==> config.mk <==
export PLATFORM = sky130hd
export DESIGN_NAME = alu_cc_unit_flat
export DESIGN_NICKNAME = d
export VERILOG_FILES = /design/src/rtl/alu_pkg.sv /design/src/rtl/alu_cc_unit_if.sv /design/src/rtl/cc_gen.sv /design/src/rtl/alu_cc_unit.sv /design/src/flat_wrapper.sv
export SDC_FILE = /design/constraint.sdc
export NUM_CORES = 1
export LEC_CHECK = 0
export ABC_AREA = 1
export CORE_MARGIN = 2
export CORE_UTILIZATION = 35
export DETAILED_ROUTE_END_ITERATION = 12
export SYNTH_ARGS = -nofsm -noshare
export SYNTH_HDL_FRONTEND = slang
export SYNTH_SLANG_ARGS = --single-unit
==> constraint.sdc <==
create_clock -name clock -period 10.7 [get_ports clock]
set_clock_uncertainty 0.15 [all_clocks]
set_input_delay 2.14 -clock clock [delete_from_list [all_inputs] [get_ports clock]]
set_output_delay 2.14 -clock clock [all_outputs]
set_load 0.01 [all_outputs]
==> src/rtl/alu_pkg.sv <==
// Shared types and constants for the execute-stage ALU and condition-code logic.
package alu_pkg;

    typedef enum logic [2:0] {
        ADD = 3'd0,
        AND = 3'd1,
        XOR = 3'd2,
        OR  = 3'd3,
        SUB = 3'd4,
        LSL = 3'd5,
        LSR = 3'd6,
        MUL = 3'd7
    } op_t;

    localparam logic [2:0] CC_RESET = 3'b111;

    // Bit positions within an {n,z,p} condition-code vector
    localparam int N = 2;
    localparam int Z = 1;
    localparam int P = 0;

endpackage

==> src/rtl/alu_cc_unit_if.sv <==
// Operand, result and condition-code bundle between the execute control and alu_cc_unit.
interface alu_cc_unit_if #(
    parameter int WIDTH = 16
);
    import alu_pkg::*;

    op_t              op;
    logic [WIDTH-1:0] a;
    logic [WIDTH-1:0] b;
    logic [WIDTH-1:0] result;
    logic [2:0]       cc;
    logic [WIDTH-1:0] value;
    logic [2:0]       value_cc;
    logic             cc_we;
    logic             cc_sel;
    logic [2:0]       cc_q;

    modport master (
        output op, a, b, value, cc_we, cc_sel,
        input  result, cc, value_cc, cc_q
    );

    modport slave (
        input  op, a, b, value, cc_we, cc_sel,
        output result, cc, value_cc, cc_q
    );

endinterface

==> src/rtl/cc_gen.sv <==
// {n,z,p} classifier of a two's-complement value; combinational, exactly one bit set.
module cc_gen
    import alu_pkg::*;
#(
    parameter int WIDTH = 16
) (
    input  logic [WIDTH-1:0] value,
    output logic [2:0]       cc
);

    always_comb begin
        cc = '0;
        if (value[WIDTH-1])
            cc[N] = 1'b1;
        else if (value == '0)
            cc[Z] = 1'b1;
        else
            cc[P] = 1'b1;
    end

endmodule

==> src/rtl/alu_cc_unit.sv <==
// Execute stage: zero-latency ALU with {n,z,p} of result and external value, plus the CC register.
// cc_q updates one cycle after a cc_we edge with no bypass; no flow control.
module alu_cc_unit
    import alu_pkg::*;
#(
    parameter int WIDTH = 16
) (
    input  logic          clock,
    input  logic          reset,
    alu_cc_unit_if.slave  bus
);

    // Any set bit above the low nibble means a shift distance of 16 or more
    logic shift_overflow;
    assign shift_overflow = |bus.b[WIDTH-1:4];

    always_comb begin
        bus.result = '0;
        case (bus.op)
            ADD: bus.result = bus.a + bus.b;
            AND: bus.result = bus.a & bus.b;
            XOR: bus.result = bus.a ^ bus.b;
            OR:  bus.result = bus.a | bus.b;
            SUB: bus.result = bus.a - bus.b;
            LSL: bus.result = shift_overflow ? '0 : (bus.a << bus.b[3:0]);
            LSR: bus.result = shift_overflow ? '0 : (bus.a >> bus.b[3:0]);
            MUL: bus.result = bus.a * bus.b;
            default: bus.result = '0;
        endcase
    end

    cc_gen #(.WIDTH(WIDTH)) u_result_cc (
        .value (bus.result),
        .cc    (bus.cc)
    );

    cc_gen #(.WIDTH(WIDTH)) u_value_cc (
        .value (bus.value),
        .cc    (bus.value_cc)
    );

    always_ff @(posedge clock) begin
        if (reset)
            bus.cc_q <= CC_RESET;
        else if (bus.cc_we)
            bus.cc_q <= bus.cc_sel ? bus.value_cc : bus.cc;
    end

endmodule

==> src/flat_wrapper.sv <==
// flat-port wrapper written by rule: the top's interface ports become plain ports
module alu_cc_unit_flat import alu_pkg::*;
#(
    parameter int WIDTH = 16
)
  (clock, reset, bus_op, bus_a, bus_b, bus_value, bus_cc_we, bus_cc_sel, bus_result, bus_cc, bus_value_cc, bus_cc_q);
  alu_cc_unit_if #(.WIDTH(WIDTH)) bus_i ();
  input  logic clock;
  input  logic reset;
  input wire logic [$bits(bus_i.op)-1:0] bus_op;
  input wire logic [$bits(bus_i.a)-1:0] bus_a;
  input wire logic [$bits(bus_i.b)-1:0] bus_b;
  input wire logic [$bits(bus_i.value)-1:0] bus_value;
  input wire logic [$bits(bus_i.cc_we)-1:0] bus_cc_we;
  input wire logic [$bits(bus_i.cc_sel)-1:0] bus_cc_sel;
  output wire logic [$bits(bus_i.result)-1:0] bus_result;
  output wire logic [$bits(bus_i.cc)-1:0] bus_cc;
  output wire logic [$bits(bus_i.value_cc)-1:0] bus_value_cc;
  output wire logic [$bits(bus_i.cc_q)-1:0] bus_cc_q;
  assign bus_i.op = bus_op;
  assign bus_i.a = bus_a;
  assign bus_i.b = bus_b;
  assign bus_i.value = bus_value;
  assign bus_i.cc_we = bus_cc_we;
  assign bus_i.cc_sel = bus_cc_sel;
  assign bus_result = bus_i.result;
  assign bus_cc = bus_i.cc;
  assign bus_value_cc = bus_i.value_cc;
  assign bus_cc_q = bus_i.cc_q;
  alu_cc_unit #(.WIDTH(WIDTH)) u_core (.clock(clock), .reset(reset), .bus(bus_i));
endmodule
## Yosys cells after proc, flatten, opt, wreduce, memory -nomap -nowiden

Cells that the tools add are included.

- Add/subtract/negate cells: 2
- Multiply operators: 1
- Equal/unequal tests: 7
- Shift-type cells: 2
- Muxes and demuxes: 12
- Bitwise gates (word level): 3
- Reduce and logical (&&, ||, !) cells: 4

Operator list:

| operator | count |
|---|---|
| one-hot mux 16 bit (8 select lines) | 1 |
| logical NOT 16 bit | 2 |
| two-way mux 16 bit | 2 |
| adder 16 bit | 1 |
| bitwise AND 16 bit | 1 |
| multiplier 16 x 16 -> 16 bit | 1 |
| bitwise OR 16 bit | 1 |
| left shift 16 x 4 -> 16 bit | 1 |
| >> shifter 16 x 4 -> 16 bit | 1 |
| subtractor 16 bit | 1 |
| bitwise XOR 16 bit | 1 |
| == test 3 bit (second input constant) | 4 |
| OR reduction 12 bit | 1 |
| == test 3 x 2 -> 1 bit (second input constant) | 2 |
| two-way mux 1 bit | 6 |
| two-way mux 2 bit | 2 |
| == test 3 x 1 -> 1 bit (second input constant) | 1 |
| logical NOT 3 bit | 1 |
| two-way mux 3 bit | 1 |

- Register bits: 3
- Input port bits: 55
- Output and inout bits: 25
- Logic and storage cells: 32

## Longest topological paths before layout

Gate-level depths: netlist (run 1).

- Depth after elaboration: 7
- Gate-level depth with buffers: 36
- Mapped depth without buffers: 35

## Cells and area by module

From an unflattened synthesis (run 1), not the netlist that was laid out.

- Cell total of the unflattened synthesis: 1,240
- Area total of the unflattened synthesis: 7,793.7 um^2

By module, submodules not included:

| module | instances | cells each | area each (um^2) | seq. area each (um^2) |
|---|---|---|---|---|
| alu_cc_unit | 1 | 1,206 | 7,651.1 | 60.1 |
| cc_gen | 2 | 17 | 71.3 | 0.0 |

## Worst setup path before layout (run 1)

Ideal clock, no wire load.

- Kind: in2out
- From: input bus_b[3]
- To: output bus_cc[1]
- Data arrival time: 7.421 ns
- Data required time: 8.410 ns
- Setup slack: 0.989 ns
- Cell stages on the path: 26
- Buffers on the path: 3
- Cells stage by stage: buf_4 -> clkbuf_1 -> buf_1 -> nand2_1 -> fa_1 -> fa_1 -> inv_1 -> fa_1 -> fa_1 -> fa_1 -> inv_1 -> fa_1 -> inv_1 -> ha_1 -> inv_1 -> nor3_1 -> nand3_1 -> nand4_1 -> nand2_1 -> inv_1 -> o21ai_1 -> nor2_1 -> inv_1 -> nor2_1 -> nand3_1 -> inv_1

- Word-level cells in the longest chain between the ends: 6

Ends and longest elaborated chain:

| element | line | text |
|---|---|---|
| from (decl) | flat_wrapper.sv:12 | `input wire logic [$bits(bus_i.b)-1:0] bus_b;` |
| parallel branches: the longest is 2 deep, another holds multiplier 16 x 16 -> 16 bit | n/a |  |
| one-hot mux 16 bit (8 select lines) (*) | alu_cc_unit.sv:19 | `case (bus.op)` |
| net bus_result[14] | flat_wrapper.sv:16 | `output wire logic [$bits(bus_i.result)-1:0] bus_result;` |
| logical NOT 16 bit (*) | cc_gen.sv:15 | `else if (value == '0)` |
| two-way mux 1 bit (*) | cc_gen.sv:15 |  |
| two-way mux 2 bit (*) | cc_gen.sv:13 | `if (value[WIDTH-1])` |
| to (decl) | flat_wrapper.sv:17 | `output wire logic [$bits(bus_i.cc)-1:0] bus_cc;` |

Mark *: on every way through the listed nets, which the timed path passes.

## Final worst setup path (run 1)

- From: input bus_a[10]
- To: output bus_cc[0]

- Word-level cells in the longest chain between the ends: 6

Ends and longest elaborated chain:

| element | line | text |
|---|---|---|
| from (decl) | flat_wrapper.sv:11 | `input wire logic [$bits(bus_i.a)-1:0] bus_a;` |
| parallel branches: the longest is 2 deep, another holds multiplier 16 x 16 -> 16 bit | n/a |  |
| one-hot mux 16 bit (8 select lines) (*) | alu_cc_unit.sv:19 |  |
| logical NOT 16 bit | cc_gen.sv:15 |  |
| two-way mux 1 bit | cc_gen.sv:15 |  |
| two-way mux 2 bit (*) | cc_gen.sv:13 |  |

Mark *: on every way between the ends.

==> flow_metrics.py, run 1 <==
metrics = {
    "status": {
        "status": "completed",
    },
    "floorplanning": {
        "die_h_um": 157,
        "dieArea_um2": 24700,
        "coreArea_um2": 23300,
        "start_util": 0.353,
        "design.portCount": 80,
        "die_w_um": 157,
        "num_rows": 56,
    },
    "worst_setup_path": {
        "cp_top_family": "adder cells",
        "crit_arrival_ps": 8130,
        "slowest_delay_ps": 640,
        "worst-path-buf-inv": 6,
        "cpMostUsedCell": "fa_1",
        "crit_slowest_cell": "clkdlybuf4s50_1",
        "start_kind": "input pin",
        "crit_chain": "clkdlybuf4s50_1, nand2_1, fa_1, fa_1, fa_1, fa_1, inv_1, fa_1, inv_1, fa_1, inv_1, ha_1, nand2_1, nor3_2, nand3_1, nand4_1, o21ai_0, o21ai_1, nor2_1, nand4_1, nand2_1, inv_1, clkdlybuf4s50_1",
        "cp.required_ps": 8410,
        "path_max_fanout": 5,
        "end_kind": "primary output",
        "critPathKind": "in -> out",
    },
    "yosys": {
        "async_reset_ff_frac": 0,
        "ys_types": 47,
        "syn_inst": 1377,
        "syn-cell-area_um2": 8210,
        "synth_ff_type": "dfxtp_1",
        "yosysTopAreaCellShare": 0.197,
        "synth_fa_ha_area_frac": 0.347,
        "synth_mux_area_frac": 0,
        "yosysTopAreaCell": "fa_1",
        "synth_area_leaders": "fa_1 (20%), nand2_1 (19%), ha_1 (15%)",
        "avgSynthCellArea_um2": 5.97,
        "synth_fp_nets": 1611,
        "synth_xor_area_frac": 0.0297,
        "ys_ff_latch": 3,
        "synth_edf_count": 0,
        "synth-compound-area-share": 0.0724,
        "seq_area_frac_synth": 0.00731,
        "synth_top_family_by_area": "simple AND/OR/NAND/NOR gates",
        "synth_simple_gate_area_share": 0.367,
        "yosys_warnings": 0,
    },
    "cells_and_area": {
        "largest_reg_flops": 3,
        "drive_gt1_frac": 0.0779,
        "reg_top3": "u_core.bus.cc_q (3)",
        "regMostFlops": "u_core.bus.cc_q",
        "final_common_cell": "nand2_1",
        "mostFrequentLayoutCells": "nand2_1 (406), inv_1 (300), nand3_1 (151), ha_1 (98), fa_1 (81)",
        "nets": 1711,
        "area_delta_synth_final_pct": 19.5,
        "diodes": 0,
    },
    "min_path": {
        "hold_class": "reg -> reg",
    },
    "route": {
        "firstDrtPassIters": 5,
        "avgViaCountPerCell": 5.02,
        "dr_total_vias": 9014,
        "ant_nets": 0,
        "finalWirelength_um": 30700,
        "wl_per_cell_um": 17.1,
        "dr.first_iter.drc_count": 688,
        "drc": 0,
    },
    "sta": {
        "worstMarginPinSlew_ps": 782,
        "whs_ps": 327,
        "layout_setup_ws_ps": 280,
        "fin_crit_sh": 0.974,
        "maxSlewHeadroom": 0.478,
        "fin_tns_setup_ps": 0,
        "grt_setup_unrepaired": "false",
        "drv_slew": 0,
        "clock.fmax_ghz": 0.0960,
        "finalSetupViolCount": 0,
        "period_minus_slack_ps": 10420,
        "hold_viol": 0,
    },
    "pwr": {
        "vdd_drop_max_mv": 0.217,
        "p_leak_nw": 5.84,
        "power_density_nw_per_um2": 161,
    },
    "clock_network": {
        "cts_setup_buffers": 0,
        "clkTransAtPathRegs_ps": 30,
        "cts_tree": "built",
        "clock-sinks": 3,
        "clock_path_buffers": 2,
        "clock_latency_ps": 220,
        "cts.htree.levels": 1,
        "root_buffer": "clkbuf_16",
        "cts_buffers": 3,
    },
    "grt": {
        "antenna_found_initial": 1,
        "grt_overflow_total": 0,
        "grt_pass1_wl_um": 48300,
        "track_usage": 0.251,
        "first_global_vias": 8953,
        "grt_max_degree": 37,
    },
    "job": {
        "maxCapViolCount": 0,
    },
    "placement": {
        "dpl_worst_slack_ps": 25.7,
        "dp.final_hpwl_um": 26000,
        "port_buffers": 79,
        "place.gp.congestion": 0.949,
    },
}
==> report_power, final <==
group	total [W]	switching (W)	leakage (nW)	internal, W
logic	0.00151	0.000890	5.78	0.000616
registers	0.0000130	0.000000647	0.0251	0.0000124
clock network	0.0000592	0.0000101	0.0382	0.0000492
total	0.00158	0.000901	5.84	0.000677
==> tightest hold or removal path: cells and delay by family (launching register included) <==
kind / cells / cell delay, ps
AOI/OAI and AO/OA: 2 / 120
DFF: 1 / 320
==> what timing repair did <==
item | 4_1_cts | 5_1_grt
endpoints found under the hold margin | 0 | 0
endpoints found under the setup margin | 0 | 6
hold buffers | 0 | 0
resized for setup | 0 | 26
==> stage by stage <==
step           power [W]  instances  cell area, um^2   util
2_1_floorplan   0.000977       1377             8210      -
3_3_place_gp     0.00145       1791             9660  0.415
3_5_place_dp     0.00145       1791             9660  0.415
4_1_cts          0.00152       1795             9740  0.419
5_1_grt          0.00180       1795             9810  0.422
6_report         0.00158       1795             9810  0.422
==> per-layer routing <==
metal / share of wire / track usage
met1: 0.45 / 0.350
met4: 0.026 / 0.0537
met2: 0.46 / 0.415
met5: 0 / 0
met3: 0.067 / 0.0289
==> synth_stat cells, drive strengths merged, types with 2 or more instances <==
cell type	n
nand4	22
a221oi	5
o21ai	35
o21bai	3
o211ai	5
nand2	410
nor2	83
a21oi	34
xnor2	6
xor2	21
dfxtp	3
clkbuf	12
nor4	4
buf	37
a22oi	2
fa	81
a31oi	3
o21a	3
a21o	3
nor3	18
a211oi	3
inv	317
nand3	155
nand3b	6
ha	98
==> cell type report <==
cell class	instances	area, um^2
tap	319	399
multi-input combinational	1007	6730
sequential	3	60.1
timing repair buffer	144	1350
clock buffer	4	78.8
fill	2633	13400
inverter	318	1200
==> worst paths after layout <==
path,slack [ps],cells past startpoint,start,endpoint
max reg2reg,9930,2,u_core.bus.cc_q[2]$_SDFFE_PP1P_,u_core.bus.cc_q[2]$_SDFFE_PP1P_
min reg2reg,330,2,u_core.bus.cc_q[2]$_SDFFE_PP1P_,u_core.bus.cc_q[2]$_SDFFE_PP1P_
min,330,2,u_core.bus.cc_q[2]$_SDFFE_PP1P_,u_core.bus.cc_q[2]$_SDFFE_PP1P_
max,280,23,bus_a[10],bus_cc[0]
==> cell families after synthesis <==
| kind of cell | Yosys count |
|---|---|
| AO/OA/AOI/OAI | 100 |
| adder cells (fa/ha/maj) | 179 |
| flip-flops | 3 |
| AND/OR/NAND/NOR | 701 |
| XOR/XNOR | 27 |
| buffers and inverters | 367 |
(Power assumes the default switching activity.)
==> run 2: changes to the inputs <==
--- a/config.mk
+++ b/config.mk
@@ -7,8 +7,9 @@
 export LEC_CHECK = 0
 export ABC_AREA = 1
 export CORE_MARGIN = 2
-export CORE_UTILIZATION = 35
+export CORE_UTILIZATION = 40
 export DETAILED_ROUTE_END_ITERATION = 12
 export SYNTH_ARGS = -nofsm -noshare
 export SYNTH_HDL_FRONTEND = slang
 export SYNTH_SLANG_ARGS = --single-unit
+export TNS_END_PERCENT = 30
==> run 2 against run 1 <==
- fmax fell by 0.17%
- highest routed layer unchanged
- critical path type unchanged
- cell count shrank 2.5%
- critical endpoint unchanged
- wire length rose by 2.6%
- flip-flop and latch count stayed put
- via count increased by 0.18%
- clock power about the same
==> flow_metrics.py, run 2 (synthesis results as in run 1) <==
metrics = {
    "sta": {
        "drv_slew": 0,
        "hold_viol": 0,
        "worstMarginPinSlew_ps": 914,
        "layout_setup_ws_ps": 263,
        "clock.fmax_ghz": 0.0958,
        "fin_crit_sh": 0.975,
        "grt_setup_unrepaired": "true",
        "maxSlewHeadroom": 0.388,
        "finalSetupViolCount": 0,
        "period_minus_slack_ps": 10440,
    },
    "clock_network": {
        "clock-sinks": 3,
        "cts_buffers": 3,
        "cts_setup_buffers": 0,
        "clkTransAtPathRegs_ps": 30,
        "clock_path_buffers": 2,
        "clock_latency_ps": 220,
        "cts.htree.levels": 1,
        "holdBufCountCts": 0,
        "root_buffer": "clkbuf_16",
        "cts_tree": "built",
    },
    "worst_setup_path": {
        "ff2ff_path_depth": 2,
        "end_kind": "primary output",
        "timing.rr.end": "u_core.bus.cc_q[1]$_SDFFE_PP1P_",
        "slowest_delay_ps": 580,
        "start_kind": "input pin",
        "path_max_fanout": 13,
        "crit_slowest_cell": "fa_1",
        "crit_arrival_ps": 8150,
        "reg2reg_from": "u_core.bus.cc_q[1]$_SDFFE_PP1P_",
        "cpMostUsedCell": "fa_1",
        "cp.required_ps": 8410,
        "critPathKind": "in -> out",
        "r2r_setup_slack_ps": 9930,
        "crit_chain": "clkdlybuf4s50_1, buf_12, nand2_1, fa_1, fa_1, fa_1, fa_1, inv_1, fa_1, inv_1, fa_1, inv_1, ha_1, inv_1, o21ai_1, nand3_1, nand4_1, o21ai_1, o21ai_1, nor2_1, nand4_1, nand2_1, inv_1, clkdlybuf4s50_1",
    },
    "route": {
        "ant_nets": 0,
        "wl_per_cell_um": 18.0,
        "avgViaCountPerCell": 5.16,
        "dr_total_vias": 9030,
        "drc": 0,
        "finalWirelength_um": 31500,
        "dr.first_iter.drc_count": 805,
        "firstDrtPassIters": 6,
    },
    "placement": {
        "place.gp.congestion": 0.989,
        "dp.final_hpwl_um": 26400,
        "dpl_worst_slack_ps": -110,
        "port_buffers": 79,
        "place_area_um2": 9660,
    },
    "cells_and_area": {
        "post-route-cell-area_um2": 9800,
        "final_common_cell": "nand2_1",
        "fillers": 2206,
        "reg_top3": "u_core.bus.cc_q (3)",
        "area_delta_synth_final_pct": 19.3,
        "mostFrequentLayoutCells": "nand2_1 (406), inv_1 (301), nand3_1 (150), ha_1 (96), fa_1 (81)",
        "regMostFlops": "u_core.bus.cc_q",
        "seqCellArea_um2": 60.1,
        "nets": 1715,
        "largest_reg_flops": 3,
        "diodes": 0,
        "multi_input_area_um2": 6740,
        "drive_gt1_frac": 0.0804,
    },
    "pwr": {
        "p_leak_nw": 5.82,
        "p_total_w": 0.00163,
        "netSwitchingFraction": 0.563,
        "internal_power_w": 0.000711,
        "power_density_nw_per_um2": 166,
        "p_clk_frac": 0.037,
        "power_frac_seq": 0.008,
        "power.share.combinational": 0.955,
        "vdd_drop_max_mv": 0.178,
        "switchingPower_w": 0.000915,
    },
    "floorplanning": {
        "start_util": 0.407,
        "coreArea_um2": 20200,
        "num_rows": 52,
        "die_w_um": 147,
        "dieArea_um2": 21700,
        "design.portCount": 80,
        "die_h_um": 147,
    },
    "grt": {
        "grt_overflow_total": 0,
        "track_usage": 0.292,
        "first_global_vias": 8716,
        "grt_max_degree": 37,
        "grt_pass1_wl_um": 49100,
        "antenna_found_initial": 0,
    },
    "min_path": {
        "whs_path_depth": 2,
        "hold-path-endpoint": "u_core.bus.cc_q[2]$_SDFFE_PP1P_",
        "hold_class": "reg -> reg",
        "min_from": "u_core.bus.cc_q[2]$_SDFFE_PP1P_",
    },
    "status": {
        "status": "completed",
    },
    "job": {
        "maxCapViolCount": 0,
    },
}
-- run 2: area by class of cell --
cell class | instances | share of cell area
Tap cell | 270 | 0.0345
Inverter | 318 | 0.122
Timing Repair Buffer | 148 | 0.142
Sequential cell | 3 | 0.00613
Multi-Input combinational cell | 1007 | 0.688
Clock buffer | 4 | 0.00804
-- run 2: worst max path at each step --
stage,from,endpoint,slack (ps),depth (start not counted)
after floorplan,bus_b[3],bus_cc[1],990,26
final,bus_b[2],bus_cc[0],260,24
after global placement,bus_a[5],bus_cc[1],-70,26
after CTS,bus_b[4],bus_cc[1],9,28
after detailed placement,bus_a[5],bus_cc[1],-110,28
after global routing,bus_a[4],bus_cc[0],-30,25
-- run 2: repair_timing --
| item | 4_1_cts | 5_1_grt |
|---|---|---|
| pin swaps | 0 | 1 |
| gates resized for setup | 1 | 21 |
| setup endpoints to repair | 4 | 6 |
-- run 2: metrics by stage --
step	hold WS [ps]	std cells	util	setup TNS, ps
2_1_floorplan	352	1377	-	0
3_3_place_gp	309	1746	0.479	-142
3_5_place_dp	318	1746	0.479	-290
4_1_cts	328	1750	0.483	0
5_1_grt	369	1750	0.486	-31.0
6_report	324	1750	0.486	0
-- run 2: critical path: cells and delay by family --
family,cells,cell delay [ps]
simple gates,6,580
fa+ha+maj,7,3380
compound gates,3,570
buf+inv,8,1470
-- run 2: power groups by stage --
stage / Sequential [W] / Clock, W / Combinational [W]
floorplan: 0.0000136 / 0 / 0.000964
global placement: 0.0000130 / 0 / 0.00147
detailed placement: 0.0000131 / 0 / 0.00148
CTS: 0.0000130 / 0.0000598 / 0.00150
global route: 0.0000131 / 0.0000615 / 0.00177
finish: 0.0000130 / 0.0000595 / 0.00155
-- run 2: metal layers --
layer | part of all wire | global-route usage | wire [um] | vias to the layer above
li1 | - | - | - | 4441
met1 | 0.46 | 0.417 | 14400 | 4202
met2 | 0.45 | 0.476 | 14200 | 340
met3 | 0.063 | 0.0202 | 1980 | 47
met4 | 0.029 | 0.0808 | 906 | 0
met5 | 0 | 0 | 0 | -
==> run 3: changes to the inputs <==
--- a/config.mk
+++ b/config.mk
@@ -9,6 +9,7 @@
 export CORE_MARGIN = 2
 export CORE_UTILIZATION = 40
 export DETAILED_ROUTE_END_ITERATION = 12
+export SKIP_LAST_GASP = 1
 export SYNTH_ARGS = -nofsm -noshare
 export SYNTH_HDL_FRONTEND = slang
 export SYNTH_SLANG_ARGS = --single-unit
==> run 3 against run 2 <==
- wire length grew 0.22%
- first-iteration DRC count is 1.7% higher
- setup slack worse by 74 ps
- flip-flop and latch count unchanged
- cell count unchanged
- total power shrank 0.27%
- clock power is essentially flat
- count of clock-buffer cells in the layout is the same
- global-route usage is the same
- die area is the same
- register-to-register slack about the same
- highest routed layer unchanged
==> flow_metrics.py, run 3 (synthesis results as in run 1) <==
metrics = {
    "sta": {
        "worstMarginPinSlew_ps": 891,
        "fin_crit_sh": 0.982,
        "hold_viol": 0,
        "layout_setup_ws_ps": 189,
        "drv_slew": 0,
        "clock.fmax_ghz": 0.0951,
        "maxSlewHeadroom": 0.404,
        "grt_setup_unrepaired": "true",
        "finalSetupViolCount": 0,
        "period_minus_slack_ps": 10510,
    },
    "worst_setup_path": {
        "timing.rr.end": "u_core.bus.cc_q[1]$_SDFFE_PP1P_",
        "reg2reg_from": "u_core.bus.cc_q[1]$_SDFFE_PP1P_",
        "slowest_delay_ps": 580,
        "crit_chain": "clkdlybuf4s50_1, buf_12, nand2_1, fa_1, fa_1, fa_1, fa_1, inv_1, fa_1, inv_1, fa_1, inv_1, ha_1, inv_1, buf_4, nor3_2, nand3_1, nand3_1, inv_1, nand3_1, nand3_1, nand3_1, buf_4, clkdlybuf4s50_1",
        "worst-path-buf-inv": 10,
        "cpMostUsedCell": "fa_1",
        "crit_slowest_cell": "fa_1",
        "end_kind": "primary output",
        "critPathKind": "in -> out",
        "cp.required_ps": 8410,
        "r2r_setup_slack_ps": 9930,
        "ff2ff_path_depth": 2,
        "cp_top_family": "adder cells",
        "path_max_fanout": 13,
        "crit_arrival_ps": 8220,
        "start_kind": "input pin",
    },
    "clock_network": {
        "clock-sinks": 3,
        "cts_tree": "built",
        "clock_path_buffers": 2,
        "cts_buffers": 3,
        "clock_latency_ps": 220,
        "cts.htree.levels": 1,
        "holdBufCountCts": 0,
        "root_buffer": "clkbuf_16",
        "clkTransAtPathRegs_ps": 30,
    },
    "floorplanning": {
        "die_w_um": 147,
        "start_util": 0.407,
        "design.portCount": 80,
        "die_h_um": 147,
        "num_rows": 52,
        "coreArea_um2": 20200,
        "dieArea_um2": 21700,
    },
    "route": {
        "ant_nets": 0,
        "wl_per_cell_um": 18.0,
        "dr.first_iter.drc_count": 819,
        "finalWirelength_um": 31600,
        "dr_total_vias": 9055,
        "firstDrtPassIters": 5,
        "avgViaCountPerCell": 5.17,
        "drc": 0,
    },
    "pwr": {
        "power_density_nw_per_um2": 166,
        "vdd_drop_max_mv": 0.177,
        "p_leak_nw": 5.81,
        "p_total_w": 0.00162,
    },
    "placement": {
        "dpl_worst_slack_ps": -110,
        "place_area_um2": 9660,
        "dp_cells": 1746,
        "port_buffers": 79,
        "dp.final_hpwl_um": 26400,
        "place.gp.congestion": 0.989,
    },
    "cells_and_area": {
        "reg_top3": "u_core.bus.cc_q (3)",
        "mostFrequentLayoutCells": "nand2_1 (406), inv_1 (301), nand3_1 (152), ha_1 (96), fa_1 (81)",
        "nets": 1715,
        "drive_gt1_frac": 0.0791,
        "regMostFlops": "u_core.bus.cc_q",
        "area_delta_synth_final_pct": 19.2,
        "fin_cells": 1750,
        "diodes": 0,
        "largest_reg_flops": 3,
        "final_common_cell": "nand2_1",
        "post-route-cell-area_um2": 9790,
        "final_util": 0.485,
    },
    "min_path": {
        "hold_class": "reg -> reg",
        "hold-path-endpoint": "u_core.bus.cc_q[2]$_SDFFE_PP1P_",
        "min_from": "u_core.bus.cc_q[2]$_SDFFE_PP1P_",
        "whs_path_depth": 2,
    },
    "status": {
        "status": "completed",
    },
    "grt": {
        "grt_max_degree": 37,
        "antenna_found_initial": 0,
        "first_global_vias": 8716,
        "track_usage": 0.292,
        "grt_pass1_wl_um": 49100,
        "grt_overflow_total": 0,
    },
    "job": {
        "maxCapViolCount": 0,
    },
}
run 3: cell counts in the layout (fill, tap and decap cells not counted):
No cell type changed its count.
run 3: layout make-up:
cell class	count	area, um^2
timing repair buffer	148	1390
inverter	318	1200
clock buffer	4	78.8
multi-input combinational	1007	6730
sequential	3	60.1
fill	2205	10400
tap	270	338
run 3: worst min-delay path, stage by stage (launching register included):
cell and delay, ps:
dfxtp_1 320, a21oi_1 60, o21ai_0 60
run 3: worst max path at each step:
stage | from | endpoint | depth (start not counted)
final | bus_b[2] | bus_cc[2] | 24
after global routing | bus_a[4] | bus_cc[0] | 27
after CTS | bus_b[4] | bus_cc[1] | 28
after detailed placement | bus_a[5] | bus_cc[1] | 28
after global placement | bus_a[5] | bus_cc[1] | 26
after floorplan | bus_b[3] | bus_cc[1] | 26
run 3: where the power goes:
| part | switching, W | leakage, nW | internal (W) | total [W] |
|---|---|---|---|---|
| combinational | 0.000901 | 5.75 | 0.000648 | 0.00155 |
| sequential | 0.000000602 | 0.0251 | 0.0000124 | 0.0000130 |
| clock | 0.0000104 | 0.0382 | 0.0000492 | 0.0000596 |
| total | 0.000912 | 5.81 | 0.000710 | 0.00162 |
run 3: repair_timing:
action                     CTS  global route
hold endpoints to repair     0             0
gates resized for setup      1            18
pin swaps                    0             1
setup buffers                0             0
setup endpoints to repair    4             6
run 3: metal layers:
metal / vias up / track usage / part of all wire
li1: 4438 / - / -
met1: 4230 / 0.417 / 0.46
met2: 338 / 0.476 / 0.45
met3: 49 / 0.0202 / 0.061
met4: 0 / 0.0808 / 0.030
met5: - / 0 / 0
run 3: stage by stage:
stage          setup TNS, ps  hold WS, ps
6_report                   0          324
5_1_grt                 -241          369
4_1_cts                    0          328
3_5_place_dp            -290          318
3_3_place_gp            -142          309
2_1_floorplan              0          352
